<file path="src/rtl/toplevel_pkg.sv">
// Shared definitions for the toplevel datapath and its operand feeder.
//   OPERAND_W       : width of the xa / xb operands (single source for all users)
//   PAIR_FIFO_DEPTH : number of operand-pair slots in operand_pair_fifo
//   pair_pack       : packs one xa/xb pair into a single storage word
package toplevel_pkg;

  localparam int OPERAND_W       = 11;
  localparam int PAIR_FIFO_DEPTH = 4;

  // xa occupies the upper half of a packed pair, xb the lower half.
  function automatic logic [2*OPERAND_W-1:0] pair_pack(
    input logic [OPERAND_W-1:0] xa,
    input logic [OPERAND_W-1:0] xb
  );
    return {xa, xb};
  endfunction

endpackage

</file>
<file path="src/rtl/fifo_ptr.sv">
// Wrap-bit FIFO pointer counter.
//   clk, rst : rising-edge clock, asynchronous active-high reset (ptr -> 0)
//   flush    : synchronous clear to 0, takes priority over inc
//   inc      : advance pointer by one
//   ptr      : $clog2(DEPTH)+1 bits; the MSB toggles each time the low bits wrap
module fifo_ptr #(
  parameter int DEPTH = 4,
  localparam int AW   = $clog2(DEPTH)
) (
  input  logic        clk,
  input  logic        rst,
  input  logic        flush,
  input  logic        inc,
  output logic [AW:0] ptr
);

  // DEPTH is a power of two, so natural binary rollover at 2*DEPTH gives
  // the wrap bit for free.
  always_ff @(posedge clk or posedge rst) begin
    if (rst) begin
      ptr <= '0;
    end else if (flush) begin
      ptr <= '0;
    end else if (inc) begin
      ptr <= ptr + 1'b1;
    end
  end

endmodule

</file>
<file path="src/rtl/operand_pair_fifo.sv">
// First-word-fall-through queue of xa/xb operand pairs feeding toplevel.
//   clk, rst     : rising-edge clock, asynchronous active-high reset
//   flush        : synchronous clear of all entries (same-cycle push/pop dropped)
//   in_valid     : producer presents in_xa / in_xb
//   in_ready     : a slot is free (registered-state only)
//   in_xa, in_xb : incoming operand pair
//   out_valid    : head pair present
//   out_ready    : consumer takes the head pair
//   out_xa/out_xb: head pair, forced to 0 while out_valid is low
//   level        : number of stored pairs, 0..DEPTH
module operand_pair_fifo
  import toplevel_pkg::*;
#(
  parameter int WIDTH = OPERAND_W,
  parameter int DEPTH = PAIR_FIFO_DEPTH,
  localparam int AW   = $clog2(DEPTH)
) (
  input  logic             clk,
  input  logic             rst,
  input  logic             flush,
  input  logic             in_valid,
  output logic             in_ready,
  input  logic [WIDTH-1:0] in_xa,
  input  logic [WIDTH-1:0] in_xb,
  output logic             out_valid,
  input  logic             out_ready,
  output logic [WIDTH-1:0] out_xa,
  output logic [WIDTH-1:0] out_xb,
  output logic [AW:0]      level
);

  localparam logic [AW:0] FULL_LEVEL = (AW+1)'(DEPTH);

  logic [AW:0]        wr_ptr;
  logic [AW:0]        rd_ptr;
  logic               push;
  logic               pop;
  logic [2*WIDTH-1:0] mem [DEPTH];
  logic [2*WIDTH-1:0] head;

  // Status is derived purely from the two registered pointers, so neither
  // ready nor valid has a combinational path from the opposite handshake.
  assign level     = wr_ptr - rd_ptr;
  assign in_ready  = (level != FULL_LEVEL);
  assign out_valid = (level != '0);

  // Flush wins over any handshake in the same cycle.
  assign push = in_valid  && in_ready  && !flush;
  assign pop  = out_valid && out_ready && !flush;

  fifo_ptr #(.DEPTH(DEPTH)) u_wr_ptr (
    .clk   (clk),
    .rst   (rst),
    .flush (flush),
    .inc   (push),
    .ptr   (wr_ptr)
  );

  fifo_ptr #(.DEPTH(DEPTH)) u_rd_ptr (
    .clk   (clk),
    .rst   (rst),
    .flush (flush),
    .inc   (pop),
    .ptr   (rd_ptr)
  );

  // Storage is data only: no reset, survives flush; pointers define validity.
  always_ff @(posedge clk) begin
    if (push) begin
      mem[wr_ptr[AW-1:0]] <= pair_pack(in_xa, in_xb);
    end
  end

  assign head   = mem[rd_ptr[AW-1:0]];
  assign out_xa = out_valid ? head[2*WIDTH-1:WIDTH] : '0;
  assign out_xb = out_valid ? head[WIDTH-1:0]       : '0;

endmodule

</file>
<file path="config.mk">
export PLATFORM = sky130hd
export DESIGN_NAME = operand_pair_fifo
export DESIGN_NICKNAME = d
export VERILOG_FILES = /design/src/rtl/toplevel_pkg.sv /design/src/rtl/fifo_ptr.sv /design/src/rtl/operand_pair_fifo.sv
export SDC_FILE = /design/constraint.sdc
export NUM_CORES = 1
export LEC_CHECK = 0
export ABC_AREA = 1
export CAP_MARGIN = 5
export CORE_MARGIN = 4
export CORE_UTILIZATION = 45
export CTS_CLUSTER_SIZE = 24
export DETAILED_ROUTE_END_ITERATION = 8
export GPL_TIMING_DRIVEN = 0
export PLACE_DENSITY = 0.67
export SKIP_LAST_GASP = 1
export SLEW_MARGIN = 20
export SYNTH_ARGS = -nofsm -noshare
export SYNTH_HDL_FRONTEND = slang
export SYNTH_SLANG_ARGS = --single-unit
</file>
<file path="constraint.sdc">
create_clock -name clk -period 3.7 [get_ports clk]
set_clock_uncertainty 0.2 [all_clocks]
set_input_delay 0.37 -clock clk [delete_from_list [all_inputs] [get_ports clk]]
set_output_delay 0.37 -clock clk [all_outputs]
set_load 0.1 [all_outputs]
</file>
# --- Word level (Yosys, flattened, before mapping) ---
# Memory sizes are Yosys's and may differ from the RTL's.
# Index checks and enable logic that the tools add are counted.
# W data, S select, Z words.
word_totals:
  ff_bits: 6
  mem_bits_rw: 88
  in_bits: 27
  output_inout_bits: 27
  word_cells: 23
  memories: 1
memory_table:
  columns: ["name", "depth", "width", "rd", "rd_ports_with_merged_regs", "wr", "line", "source"]
  rows:
  - ["mem", 4, 22, 1, 0, 1, "operand_pair_fifo.sv:38", "logic [2*WIDTH-1:0] mem [DEPTH];"]
classes:
  add_sub_neg: 3
  eq_ne: 1
  mux: 8
  reduce_logical: 8
ops:
  columns: ["operator", "n"]
  rows:
  - ["$mux W11", 2]
  - ["$mux W3", 4]
  - ["$add A3 B1 Y3 const B", 2]
  - ["$logic_and A1 B1 Y1", 4]
  - ["$reduce_bool A2 Y1", 2]
  - ["$ne A3 B3 Y1 const B", 1]
  - ["$reduce_bool A3 Y1", 1]
  - ["$sub A3 B3 Y3", 1]
  - ["$mux W1", 2]
  - ["$logic_not A1 Y1", 1]

# --- Logic depth before layout (Yosys ltp) ---
logic_depth:
  ltp_word: 6
  ltp_mapped: 11
  depth_no_buf: 11

# --- By module ---
# A second synthesis with hierarchy kept.
hier_totals:
  hier_cells: 354
  area_unflattened_um2: 4022.6
by_module_without_submodules:
  columns: ["mod", "instances", "cells_each", "area_each_um2", "seq_area_each_um2"]
  rows:
  - ["operand_pair_fifo", 1, 318, 3734.8, 2642.5]
  - ["fifo_ptr", 2, 18, 143.9, 75.1]

# --- Worst setup path before layout ---
# No wires, ideal clock.
synth_path:
  path_kind: "register to register"
  startpoint: "register u_wr_ptr.ptr[0]"
  endpoint: "memory mem[0][0] (netlist name) (enable)"
  setup_time_ns: 0.401
  t_arrival_ns: 2.976
  t_required_ns: 3.099
  path_slack_ns: 0.123
  stages_incl_launch_ff: 11
  path_buffers: 0
  period_less_slack_ns: 3.577
  cell_sequence: "dfrtp_1 > inv_1 > ha_1 > fa_1 > inv_1 > nand2_1 > nand2_1 > nand2_1 > nand3_2 > nand3_1 > nor2_1"
synth_via:
  elab_chain_cells: 6
synth_lines:
  columns: ["item", "line", "source"]
  rows:
  - ["start, declared", "fifo_ptr.sv:14", "output logic [AW:0] ptr"]
  - ["start signal, assigned", "fifo_ptr.sv:25", "ptr <= ptr + 1'b1;"]
  - ["$sub A3 B3 Y3", "operand_pair_fifo.sv:43", "assign level = wr_ptr - rd_ptr;"]
  - ["$ne A3 B3 Y1", "operand_pair_fifo.sv:44", "assign in_ready = (level != FULL_LEVEL);"]
  - ["via in_ready", "operand_pair_fifo.sv:22", "output logic in_ready,"]
  - ["$logic_and A1 B1 Y1 (2 in series)", "operand_pair_fifo.sv:48", "assign push = in_valid && in_ready && !flush;"]
  - ["$mux W1", "operand_pair_fifo.sv:69", "if (push) begin"]
  - ["$mux W1 (implied by the code)", "operand_pair_fifo.sv:70", "mem[wr_ptr[AW-1:0]] <= pair_pack(in_xa, in_xb);"]
  - ["end, declared", "operand_pair_fifo.sv:38", null]
# The timed path passes the listed nets, and every way through them passes these cells.

# --- Worst setup path after layout ---
layout_path:
  startpoint: "register u_wr_ptr.ptr[0]"
  endpoint: "output out_valid"
layout_via:
  elab_chain_cells: 2
layout_lines:
  columns: ["item", "line", "source"]
  rows:
  - ["$sub A3 B3 Y3", "operand_pair_fifo.sv:43", null]
  - ["$reduce_bool A3 Y1", "operand_pair_fifo.sv:45", "assign out_valid = (level != '0);"]
  - ["end, declared", "operand_pair_fifo.sv:25", "output logic out_valid,"]
# Every way passes these cells.

==> results.toml <==
[sta]
max_slew_margin = 0.353
max_freq_ghz = 0.285
period_minus_slack_ps = 3500
slew_violations = 0
tightest_slew_ps = 969
final.period_utilization = 0.947
hold_viol_final = 0
setup_violations = 0
rsz0062_at_grt = "false"

[critical_path]
cp-end-kind = "output port"
arrival_ps = 2930
start_kind = "flop"
cp_max_fo = 10
worstPathRequired_ps = 3130
path_class = "reg2out"

[route]
wl_mm = 8.36
post_drt_wl_per_cell_um = 15.9
drtIter0Drc = 161
drc = 0
postRouteAntennaNets = 0
vias_per_cell = 5.19
drtPass1Iterations = 4
vias = 2734

[clocking]
cts_buffers = 9
cts_hold_buf = 0
clkSlewWorstSetupHoldPaths_ps = 80
cts_tree = "yes"
insertion_delay_ps = 340
htreeDepth = 3
post_cts_buffers = 0
cts_root_buffer = "clkbuf_8"
clock_sinks = 94
clockBufferDepth = 2

[synthesis]
yosysTopAreaCell = "edfxtp_1"
yosysSeqAreaShare = 0.698
synth_cells = 350
synth_edf_count = 88
synth_area_sq_mm = 0.00400
synth_fp_nets = 384
synthFlopType = "edfxtp_1"
ys_async_sr_fraction = 0.0638
synth.ff_latch_count = 94
synth_common_cells = "edfxtp_1 (88), nor2_1 (70), o21ai_0 (56)"
syn_avg_cell_area_sq_um = 11.4
synthTopCellsByArea = "edfxtp_1 (66%), o21ai_0 (7.0%), nor2_1 (6.6%), dfrtp_1 (3.8%), nand2_1 (3.7%)"
synth_top_area_frac = 0.660
yosysWarnings = 0
synth_cell_type_count = 21
yosysMostFrequentCell = "edfxtp_1"

[placement]
dp_hpwl_mm = 5.25
numPortBuffers = 53
place_congestion = 0.780

[layout]
fin_util = 0.558
area_growth_pct = 20.9
nets = 449
drive_gt1_frac = 0.138
antenna_cells = 0

[floorplan]
rows = 34
dieArea_sq_mm = 0.0105
start_util = 0.461
ios = 54
fp.dieH_um = 102
core_area_sq_mm = 0.00868
die_x_um = 102

[flow_run]
drv_cap = 0

[global_route]
antenna_found_initial = 0
grtUsageTotal = 0.171
grt_max_degree = 23
grt_pass1_vias = 2679
grt.overflow.total = 0
grt_pass1_wl_mm = 13.5

[outcome]
status = "finished clean"

[min_path]
hold_class = "in2async"
[layout make-up]
cell class | instances | area [sq um]
inverters | 37 | 139
multi-input cells | 202 | 1000
clock buffers | 9 | 124
fillers | 749 | 3840
well taps | 108 | 135
repair buffers | 54 | 464
flip-flops and latches | 94 | 2790
plain buffers | 17 | 97.6
clock inverters | 6 | 85.1
[critical path, stage by stage, from the launching register on]
cell and delay, ps:
dfrtp_1 410, inv_1 120, ha_1 210, fa_1 470, nand2_1 90, inv_1 80, nand3_4 160, buf_6 180
dlygate4sd2_1 870
[state kept, by name, summed over array words and instances (netlist names)]
register,cells
u_rd_ptr.ptr,3
mem,88
u_wr_ptr.ptr,3
[final timing paths]
kind | depth (start not counted) | endpoint | slack (ps) | from
max | 8 | out_valid | 200 | u_wr_ptr.ptr[0]
max reg2reg | 10 | mem[2][14] | 540 | u_wr_ptr.ptr[0]
max in group asynchronous | 2 | u_wr_ptr.ptr[1] | 3030 | rst
min reg2reg | 2 | u_wr_ptr.ptr[0] | 390 | u_wr_ptr.ptr[0]
min | 2 | u_rd_ptr.ptr[2] | 50 | rst
min in group clk | 2 | u_wr_ptr.ptr[0] | 390 | u_wr_ptr.ptr[0]
[through the flow]
| stage | area [sq um] | worst slack, ps | hold WS [ps] | std cells | TNS [ps] |
|---|---|---|---|---|---|
| floorplan | 4000 | 123 | -39.0 | 350 | 0 |
| detailed placement | 4730 | 153 | 370 | 512 | 0 |
| CTS | 4910 | 1.62 | 48.1 | 527 | 0 |
| finish | 4840 | 197 | 51.8 | 527 | 0 |
| global route | 4840 | 48.3 | 76.5 | 527 | 0 |
| global placement | 4670 | -327 | 351 | 511 | -22840 |
[routing by layer]
| metal | share of wire | global-route usage |
|---|---|---|
| met4 | 0.016 | 0.0605 |
| met1 | 0.46 | 0.230 |
| met5 | 0 | 0 |
| met2 | 0.47 | 0.272 |
| met3 | 0.057 | 0.0430 |
[placed cells by master, fill, tap and decap left out, drive strengths merged]
cell type      instances
clkdlybuf4s50         29
dfrtp                  6
edfxtp                88
fa                     1
dlygate4sd2            3
o21ai                 66
dlymetal6s2s           2
clkbuf                32
nor2                  70
nand2                 40
buf                   14
bufinv                 2
clkinv                 2
xor2                   2
ha                     6
nand4                  6
inv                   38
clkinvlp               1
nand3                 11
[cell families after synthesis]
| group | after synthesis | share of synthesized area |
|---|---|---|
| fa+ha+maj | 7 | 0.0238 |
| buf+inv | 54 | 0.0591 |
| xor+xnor | 2 | 0.00438 |
| simple gates | 127 | 0.133 |
| compound gates | 66 | 0.0825 |
| flops | 94 | 0.698 |
[repair_timing]
action                                  4_1_cts  5_1_grt
hold endpoints to repair                      0        0
gates resized for setup                      22       40
pin swaps                                     0        0
gates cloned                                  0        0
endpoints found under the setup margin       22       21
Power is not shown: default switching activity piles up to over one toggle a cycle in this logic, so the estimate is an artifact.
